===== src/rtl/sram_ctrl_if.sv =====
// Request/response channel between cache control logic and one sram_ctrl instance.
// A beat transfers on a rising clk edge where valid && ready are both high.
// The sender holds valid and payload stable until then; ready may depend on the payload.
interface sram_ctrl_if #(
  parameter int DATA_W = 53,
  parameter int ADDR_W = 5
);
  logic              req_valid;
  logic              req_ready;
  logic              req_wen;
  logic [ADDR_W-1:0] req_addr;
  logic [DATA_W-1:0] req_wdata;
  logic              rsp_valid;
  logic              rsp_ready;
  logic [DATA_W-1:0] rsp_rdata;

  modport master (
    output req_valid, req_wen, req_addr, req_wdata, rsp_ready,
    input  req_ready, rsp_valid, rsp_rdata
  );

  modport slave (
    input  req_valid, req_wen, req_addr, req_wdata, rsp_ready,
    output req_ready, rsp_valid, rsp_rdata
  );
endinterface


===== src/rtl/sram_ctrl.sv =====
// Single-port SRAM initiator: zero-sweeps the array after reset/flush, then serves
// reads and writes, returning read data through a 2-entry in-order response buffer.
module sram_ctrl #(
  parameter int DATA_W = 53,
  parameter int DEPTH  = 32,
  parameter int ADDR_W = $clog2(DEPTH)
) (
  input  logic              clk,
  input  logic              rst,
  input  logic              flush_req,
  output logic              init_done,
  sram_ctrl_if.slave        bus,
  output logic              sram_cen,
  output logic              sram_wen,
  output logic [ADDR_W-1:0] sram_addr,
  output logic [DATA_W-1:0] sram_wdata,
  input  logic [DATA_W-1:0] sram_rdata,
  output logic              dbg_state
);

  typedef enum logic {ST_INIT, ST_SERVE} state_t;

  state_t            state_q, state_d;
  logic [ADDR_W-1:0] cnt_q, cnt_d;
  logic              flush_pend_q, flush_pend_d;
  logic              rd_inflight_q, rd_inflight_d;
  logic [1:0]        count_q, count_d;
  logic              rd_ptr_q, wr_ptr_q;
  logic [DATA_W-1:0] buf_mem [2];

  logic       push, pop, credit_ok, accept;
  logic [2:0] occupancy;

  assign push = rd_inflight_q;
  assign pop  = bus.rsp_valid && bus.rsp_ready;

  // Reads already owed (buffered or in flight) must leave room for one more.
  assign occupancy = {1'b0, count_q} + {2'b00, rd_inflight_q} - {2'b00, pop};
  assign credit_ok = occupancy < 3'd2;

  assign bus.req_ready = (state_q == ST_SERVE) && !flush_req && !flush_pend_q &&
                         (bus.req_wen || credit_ok);
  assign accept        = bus.req_valid && bus.req_ready;

  assign bus.rsp_valid = (count_q != 2'd0);
  assign bus.rsp_rdata = bus.rsp_valid ? buf_mem[rd_ptr_q] : '0;
  assign init_done     = (state_q == ST_SERVE);
  assign dbg_state     = (state_q == ST_SERVE);

  always_comb begin
    state_d       = state_q;
    cnt_d         = cnt_q;
    flush_pend_d  = flush_pend_q;
    rd_inflight_d = 1'b0;
    sram_cen      = 1'b0;
    sram_wen      = 1'b0;
    sram_addr     = '0;
    sram_wdata    = '0;
    case (state_q)
      ST_INIT: begin
        sram_cen = 1'b1;
        sram_wen = 1'b1;
        sram_addr = cnt_q;
        cnt_d = cnt_q + 1'b1;
        if (cnt_q == ADDR_W'(DEPTH - 1)) begin
          cnt_d   = '0;
          state_d = ST_SERVE;
        end
      end
      ST_SERVE: begin
        if (accept) begin
          sram_cen      = 1'b1;
          sram_wen      = bus.req_wen;
          sram_addr     = bus.req_addr;
          sram_wdata    = bus.req_wdata;
          rd_inflight_d = !bus.req_wen;
        end
        // The flush waits for an in-flight read so its data still lands in the buffer.
        if (flush_pend_q && !rd_inflight_q) begin
          state_d      = ST_INIT;
          cnt_d        = '0;
          flush_pend_d = 1'b0;
        end else if (flush_req) begin
          flush_pend_d = 1'b1;
        end
      end
      default: state_d = ST_INIT;
    endcase
    if (rst) sram_cen = 1'b0;
  end

  always_comb begin
    count_d = count_q;
    case ({push, pop})
      2'b10:   count_d = count_q + 2'd1;
      2'b01:   count_d = count_q - 2'd1;
      default: count_d = count_q;
    endcase
  end

  always_ff @(posedge clk) begin
    if (rst) begin
      state_q       <= ST_INIT;
      cnt_q         <= '0;
      flush_pend_q  <= 1'b0;
      rd_inflight_q <= 1'b0;
      count_q       <= 2'd0;
      rd_ptr_q      <= 1'b0;
      wr_ptr_q      <= 1'b0;
    end else begin
      state_q       <= state_d;
      cnt_q         <= cnt_d;
      flush_pend_q  <= flush_pend_d;
      rd_inflight_q <= rd_inflight_d;
      count_q       <= count_d;
      rd_ptr_q      <= rd_ptr_q ^ pop;
      wr_ptr_q      <= wr_ptr_q ^ push;
    end
  end

  always_ff @(posedge clk) begin
    if (push) buf_mem[wr_ptr_q] <= sram_rdata;
  end

endmodule


===== src/flat_wrapper.sv =====
// flat-port wrapper written by rule: the top's interface ports become plain ports
module sram_ctrl_flat 
#(
  parameter int DATA_W = 53,
  parameter int DEPTH  = 32,
  parameter int ADDR_W = $clog2(DEPTH)
)
  (clk, rst, flush_req, init_done, sram_cen, sram_wen, sram_addr, sram_wdata, sram_rdata, dbg_state, bus_req_valid, bus_req_wen, bus_req_addr, bus_req_wdata, bus_rsp_ready, bus_req_ready, bus_rsp_valid, bus_rsp_rdata);
  sram_ctrl_if #(.DATA_W(DATA_W), .ADDR_W(ADDR_W)) bus_i ();
  input  logic clk;
  input  logic rst;
  input  logic flush_req;
  output logic init_done;
  output logic sram_cen;
  output logic sram_wen;
  output logic [ADDR_W-1:0] sram_addr;
  output logic [DATA_W-1:0] sram_wdata;
  input  logic [DATA_W-1:0] sram_rdata;
  output logic dbg_state;
  input wire logic [$bits(bus_i.req_valid)-1:0] bus_req_valid;
  input wire logic [$bits(bus_i.req_wen)-1:0] bus_req_wen;
  input wire logic [$bits(bus_i.req_addr)-1:0] bus_req_addr;
  input wire logic [$bits(bus_i.req_wdata)-1:0] bus_req_wdata;
  input wire logic [$bits(bus_i.rsp_ready)-1:0] bus_rsp_ready;
  output wire logic [$bits(bus_i.req_ready)-1:0] bus_req_ready;
  output wire logic [$bits(bus_i.rsp_valid)-1:0] bus_rsp_valid;
  output wire logic [$bits(bus_i.rsp_rdata)-1:0] bus_rsp_rdata;
  assign bus_i.req_valid = bus_req_valid;
  assign bus_i.req_wen = bus_req_wen;
  assign bus_i.req_addr = bus_req_addr;
  assign bus_i.req_wdata = bus_req_wdata;
  assign bus_i.rsp_ready = bus_rsp_ready;
  assign bus_req_ready = bus_i.req_ready;
  assign bus_rsp_valid = bus_i.rsp_valid;
  assign bus_rsp_rdata = bus_i.rsp_rdata;
  sram_ctrl #(.DATA_W(DATA_W), .DEPTH(DEPTH), .ADDR_W(ADDR_W)) u_core (.clk(clk), .rst(rst), .flush_req(flush_req), .init_done(init_done), .bus(bus_i), .sram_cen(sram_cen), .sram_wen(sram_wen), .sram_addr(sram_addr), .sram_wdata(sram_wdata), .sram_rdata(sram_rdata), .dbg_state(dbg_state));
endmodule

===== config.mk =====
export PLATFORM = sky130hd
export DESIGN_NAME = sram_ctrl_flat
export DESIGN_NICKNAME = d
export VERILOG_FILES = /design/src/rtl/sram_ctrl_if.sv /design/src/rtl/sram_ctrl.sv /design/src/flat_wrapper.sv
export SDC_FILE = /design/constraint.sdc
export NUM_CORES = 1
export LEC_CHECK = 0
export CORE_UTILIZATION = 38
export CTS_BUF_LIST = sky130_fd_sc_hd__clkbuf_16
export CTS_CLUSTER_DIAMETER = 80
export DETAILED_ROUTE_END_ITERATION = 12
export PLACE_DENSITY = 0.77
export SLEW_MARGIN = 20
export SYNTH_ARGS = -nofsm -noshare
export SYNTH_HDL_FRONTEND = slang
export SYNTH_SLANG_ARGS = --single-unit

===== constraint.sdc =====
create_clock -name clk -period 3.05 [get_ports clk]
set_input_delay 0.61 -clock clk [delete_from_list [all_inputs] [get_ports clk]]
set_output_delay 0.61 -clock clk [all_outputs]
set_load 0.02 [all_outputs]

Word level (Yosys, flattened, before mapping)
Memories as Yosys holds them, arrays and structs flattened. A register that Yosys moved wholly into a read port is not among the register bits.
Index checks and enable logic that the tools add are counted.
Word-level totals
  word-level logic and storage cells: 60
  memories: 1
  input bits: 117
  register bits: 12
  ROM bits: 0
  bits in latches: 0
  memory bits (writable): 106
Memory list
  u_core.buf_mem: words 2, width 53, read ports 1, clocked after Yosys merged registers in 1, wr ports 1, RTL line sram_ctrl.sv:29  | logic [DATA_W-1:0] buf_mem [2];
Cells by class
  shift-type cells: 0
  $lt $le $gt $ge: 1
  divide/modulo/power cells: 0
  eq/ne operators: 4
  reductions and logical operators: 16
  add/sub/neg operators: 5
  bitwise operators: 4
  multipliers: 0
  mux-type cells: 22
Operator list (number)
  $mux 53: 3
  $pmux 5 s2: 2
  $mux 5: 3
  $mux 1: 10
  $logic_and 1x1->1: 6
  $pmux 1 s2: 3
  $reduce_bool 2->1: 3
  $add 5x1->5 const B: 1
  $eq 5x5->1 const B: 1
  $logic_not 1->1: 4
  $pmux 2 s2: 1
  $add 2x1->3: 1
  $lt 3x2->1 const B: 1
  $reduce_or 3->1: 1
  $sub 3x1->3: 1
  $add 2x1->2 const B: 1
  $eq 2x1->1 const B: 1
  $eq 2x2->1 const B: 1
  $ne 2x2->1 const B: 1
  $not 1->1: 2
  $reduce_and 2->1: 1
  $sub 2x1->2 const B: 1
  $xor 1x1->1: 2
  $logic_or 1x1->1: 1

Longest topological paths before layout
  depth after elaboration: 10
  depth in mapped cells: 10
  gate-level depth less buffers: 8

Worst setup path before layout
Ideal clock, no wire load.
  kind: input -> output
  from: in bus_rsp_ready
  to: out sram_wdata[38]
  path buffers: 2
  arrival: 2.640 ns
  data required time: 2.440 ns
  stages on the path: 10
  slack: -0.200 ns
  cells stage by stage: o21ai_0 inv_1 ha_1 nand2b_1 fa_1 xnor2_1 a31oi_2 buf_4 buf_6 nor2_1
On the way
  cells in the longest elaborated chain, start to end: 8
Ends and longest elaborated chain
  start: declaration: RTL line flat_wrapper.sv:24  | input wire logic [$bits(bus_i.rsp_ready)-1:0] bus_rsp_ready;
  $logic_and 1x1->1: RTL line sram_ctrl.sv:35  | assign pop = bus.rsp_valid && bus.rsp_ready;
  $sub 3x1->3: RTL line sram_ctrl.sv:38  | assign occupancy = {1'b0, count_q} + {2'b00, rd_inflight_q} - {2'b00, pop};
  $lt 3x2->1: RTL line sram_ctrl.sv:39  | assign credit_ok = occupancy < 3'd2;
  $logic_or 1x1->1: RTL line sram_ctrl.sv:42  | (bus.req_wen || credit_ok);
  $logic_and 1x1->1: RTL line sram_ctrl.sv:41  | assign bus.req_ready = (state_q == ST_SERVE) && !flush_req && !flush_pend_q &&
  $logic_and 1x1->1: RTL line sram_ctrl.sv:43  | assign accept = bus.req_valid && bus.req_ready;
  $mux 53: RTL line sram_ctrl.sv:71  | if (accept) begin
  $mux 53: RTL line sram_ctrl.sv:59  | case (state_q)
  end: declaration: RTL line flat_wrapper.sv:17  | output logic [DATA_W-1:0] sram_wdata;
No other way between the ends.

Worst setup path after layout
  from: reg u_core.count_q[0]
  to: out sram_wdata[26]
On the way
  cells in the longest elaborated chain, start to end: 9
  elaborated cells on any way between the ends: 10
  those cells by class: 2 x add/sub; 1 x order compare; 2 x mux; 5 x reduce/logical
Ends and longest elaborated chain
  start: declaration: RTL line sram_ctrl.sv:27  | logic [1:0] count_q, count_d;
  start signal: assignment: RTL line sram_ctrl.sv:115  | count_q <= count_d;
  parallel branches: the longest is 2 deep, another holds $add 2x1->3
  $sub 3x1->3 (*): RTL line sram_ctrl.sv:38
  $lt 3x2->1 (*): RTL line sram_ctrl.sv:39
  $logic_or 1x1->1 (*): RTL line sram_ctrl.sv:42
  $logic_and 1x1->1 (*): RTL line sram_ctrl.sv:41
  $logic_and 1x1->1 (*): RTL line sram_ctrl.sv:43
  $mux 53 (*): RTL line sram_ctrl.sv:71
  $mux 53 (*): RTL line sram_ctrl.sv:59
Mark *: on every way between the ends.

==> results_dict.tcl <==
set metrics [dict create \
    status "finished, violations left" \
    violations "negative setup slack" \
    worst_slew_pin_slew_ns 0.738 \
    via_per_inst 4.89 \
    cts_sinks 118 \
    rsz0062_at_grt "true" \
    slowest_stage "fa_2" \
    cp.required_ns 2.44 \
    first_iter_violations 377 \
    critPathMaxFanout 7 \
    grt_remaining_overflow 0 \
    hold_start "u_core.dbg_state" \
    min_path_type "flop to flop" \
    crit_chain "o21ai_2 -> inv_2 -> ha_4 -> nand2b_4 -> fa_2 -> xnor2_2 -> a31oi_4 -> buf_12 -> buf_16 -> buf_8 -> nor2_4 -> buf_6" \
    peakVddDrop_v 0.000371 \
    start_util_pct 38.9 \
    ys_types 31 \
    ant_nets 0 \
    clockBufferDepth 2 \
    crit_type "flop to primary output" \
    reg2reg_depth 25 \
    holdPathEnd "u_core.dbg_state" \
    placed_area_um2 7950 \
    io_buffers 233 \
    sw_frac_of_total_pct 20.7 \
    grt_usage_pct 21.4 \
    antennaDiodeCount 0 \
    final.min_clock_period_ns 3.47 \
    clock_latency_ns 0.41 \
    die_area_um2 14000 \
    clock_skew_ns 0.00829 \
    drc_errors 0 \
    slew_headroom_pct 50.8 \
    synth_warnings 0 \
    fp-row-count 42 \
    arrival_ns 2.86 \
    syn_area_per_cell_um2 12.0 \
    htree_num_levels 4 \
    leakagePower_nw 3.08 \
    synth-seq-cells 118 \
    cts_tree "built" \
    nets 835 \
    maxCapViolations 0 \
    seq_area_frac_synth_pct 66.5 \
    netlist_instances 429 \
    routed_wl_mm 15.2 \
    post-route-period-util_pct 114 \
    drtPass1Iterations 5 \
    worstReg2RegStart "u_core.count_q[0]" \
    switchingPower_mw 0.825 \
    layout-drive-gt1-share_pct 30.3 \
    p_seq_share_pct 44.3 \
    grt_pass1_wl_mm 22.9 \
    antenna_found_initial 0 \
    p_int_mw 3.16 \
    hpwl_mm 9.05 \
    nFillCells 939 \
    num_vias 4397 \
    setup_viol 61 \
    wl_per_cell_um 16.9 \
    hold_path_depth 1 \
    area_delta_synth_final_pct 76.3 \
    hold_viol_final 0 \
    cts_buffers 17 \
    grt_max_degree 74 \
    r2r_slack_ns -0.19 \
    chipHeight_um 118 \
    cts_hold_buf 0 \
    fin_ws_ns -0.416 \
    clk_pin_slew_worst_paths_ns 0.05 \
    place_congestion 0.902 \
    grt_pass1_vias 4388 \
    clock_power_share_pct 48.1 \
    dp_slack_ns -1.00 \
    ctsRootBufferMaster "clkbuf_16" \
    endpoint_kind "primary output" \
    dieWidth_um 118 \
    syn_area_um2 5150 \
    reg2reg_to "u_core.rd_ptr_q" \
    p_per_area_nw_per_um2 440 \
    synth_nets 553 \
    comb_power_share_pct 7.7 \
    slowest_delay_ns 0.38 \
    drv_slew 0 \
    finish.instance_area_um2 9070 \
    io_pins 234 \
    fmax_mhz 289 \
    startpoint_type "flop" \
    core_area_um2 13200 \
]
==> worst max path at each step <==
| stage | from | endpoint | cells past startpoint |
|---|---|---|---|
| after global routing | u_core.count_q[0] | sram_wdata[26] | 12 |
| after detailed placement | bus_rsp_ready | sram_wdata[52] | 11 |
| after CTS | u_core.count_q[1] | sram_wdata[8] | 11 |
| after floorplan | bus_rsp_ready | sram_cen | 9 |
| final | u_core.count_q[0] | sram_wdata[26] | 12 |
| after global placement | bus_rsp_ready | sram_wdata[52] | 11 |
==> routing by layer <==
| layer | wire [um] | part of all wire, % | track usage, % |
|---|---|---|---|
| met5 | 0 | 0 | 0 |
| met1 | 5910 | 39 | 24.8 |
| met3 | 1220 | 8.0 | 6.81 |
| met4 | 450 | 3.0 | 9.26 |
| met2 | 7620 | 50 | 36.3 |
==> Yosys cell counts <==
cell	number	area (um2)
a211oi_1	1	7.51
a21oi_1	7	35.0
a311oi_1	1	8.76
a31oi_1	2	12.5
a31oi_2	1	12.5
and3_1	1	6.26
and4bb_1	1	12.5
buf_2	11	55.1
buf_4	2	15.0
buf_6	1	11.3
clkbuf_1	13	48.8
dfxtp_1	12	240
edfxtp_1	106	3180
fa_1	1	20.0
ha_1	6	75.1
inv_1	8	30.0
mux2i_1	53	531
nand2_1	60	225
nand2b_1	3	18.8
nand3_1	6	30.0
nand3b_1	2	15.0
nor2_1	112	420
nor3_1	3	15.0
nor3b_2	1	12.5
nor4_1	2	12.5
o21ai_0	3	15.0
o22ai_1	2	12.5
o2bb2ai_1	3	26.3
or3_1	1	6.26
xnor2_1	2	17.5
xor2_1	2	17.5
==> stage by stage <==
stage                     hold WS [ns]  cells  utilization, %  power [mW]  setup TNS [ns]
after CTS                        0.498    900            68.3        4.02          -21.74
after global placement           0.478    831            60.0        2.02          -55.46
after floorplan                  0.461    429               -        1.85          -0.859
final                            0.496    899            68.5        3.99          -19.20
after detailed placement         0.486    831            60.0        2.03          -56.38
after global routing             0.527    899            68.5        4.10          -23.34
==> cell usage in the layout, fill, tap and decap left out, types with 4 or more instances in the layout <==
| cell | n |
|---|---|
| nor2_1 | 58 |
| buf_4 | 63 |
| nand3_1 | 6 |
| dfxtp_1 | 8 |
| inv_6 | 5 |
| clkinvlp_4 | 4 |
| a21oi_1 | 6 |
| nor2_4 | 25 |
| clkbuf_16 | 17 |
| inv_1 | 7 |
| buf_6 | 42 |
| buf_12 | 7 |
| clkdlybuf4s50_1 | 172 |
| mux2i_1 | 53 |
| nand2_1 | 60 |
| nor2_2 | 29 |
| edfxtp_1 | 106 |
==> logic make-up after synthesis <==
| group | synth area share (%) |
|---|---|
| adders and majority gates | 1.85 |
| muxes | 10.3 |
| AOI/OAI and AO/OA | 2.53 |
| buffers and inverters | 3.11 |
| and+or+nand+nor | 15.0 |
| DFF | 66.5 |
| xor gates and xnor gates | 0.681 |
==> registers in the layout, summed over array words and instances (netlist names) <==
| signal | flops |
|---|---|
| u_core.buf_mem | 106 |
| u_core.push | 1 |
| u_core.count_q | 2 |
| u_core.cnt_q | 5 |
| u_core.rd_ptr_q | 1 |
| u_core.wr_ptr_q | 1 |
| u_core.flush_pend_q | 1 |
| u_core.dbg_state | 1 |
==> worst max-delay path: cells and delay by family (launching register included) <==
kind	cells	cell delay, ns
flops	1	0.33
compound gates	2	0.37
buf+inv	5	0.67
simple gates	2	0.23
fa+ha+maj	2	0.61
xor+xnor	1	0.23
==> power groups by stage <==
| stage | Combinational, mW | Clock [mW] | Sequential (mW) |
|---|---|---|---|
| 2_1_floorplan | 0.0497 | 0 | 1.80 |
| 3_3_place_gp | 0.226 | 0 | 1.80 |
| 3_5_place_dp | 0.233 | 0 | 1.80 |
| 4_1_cts | 0.303 | 1.95 | 1.77 |
| 5_1_grt | 0.319 | 2.02 | 1.77 |
| 6_report | 0.306 | 1.92 | 1.77 |
==> timing repair <==
item | in CTS | in global routing
endpoints found under the setup margin | 60 | 61
setup buffers | 33 | 5
gates cloned | 5 | 0
pin swaps | 12 | 20
resized for setup | 258 | 138
==> final cells by class <==
type	count	area [um2]	share of cell area [%]
clock buffers	17	425	4.69
flip-flops and latches	118	3430	37.8
inverters	8	30.0	0.331
repair buffers	290	2920	32.1
clock inverters	14	150	1.65
multi-input cells	276	1900	21.0
well taps	176	220	2.43
Power figures use the tool's default switching activity.
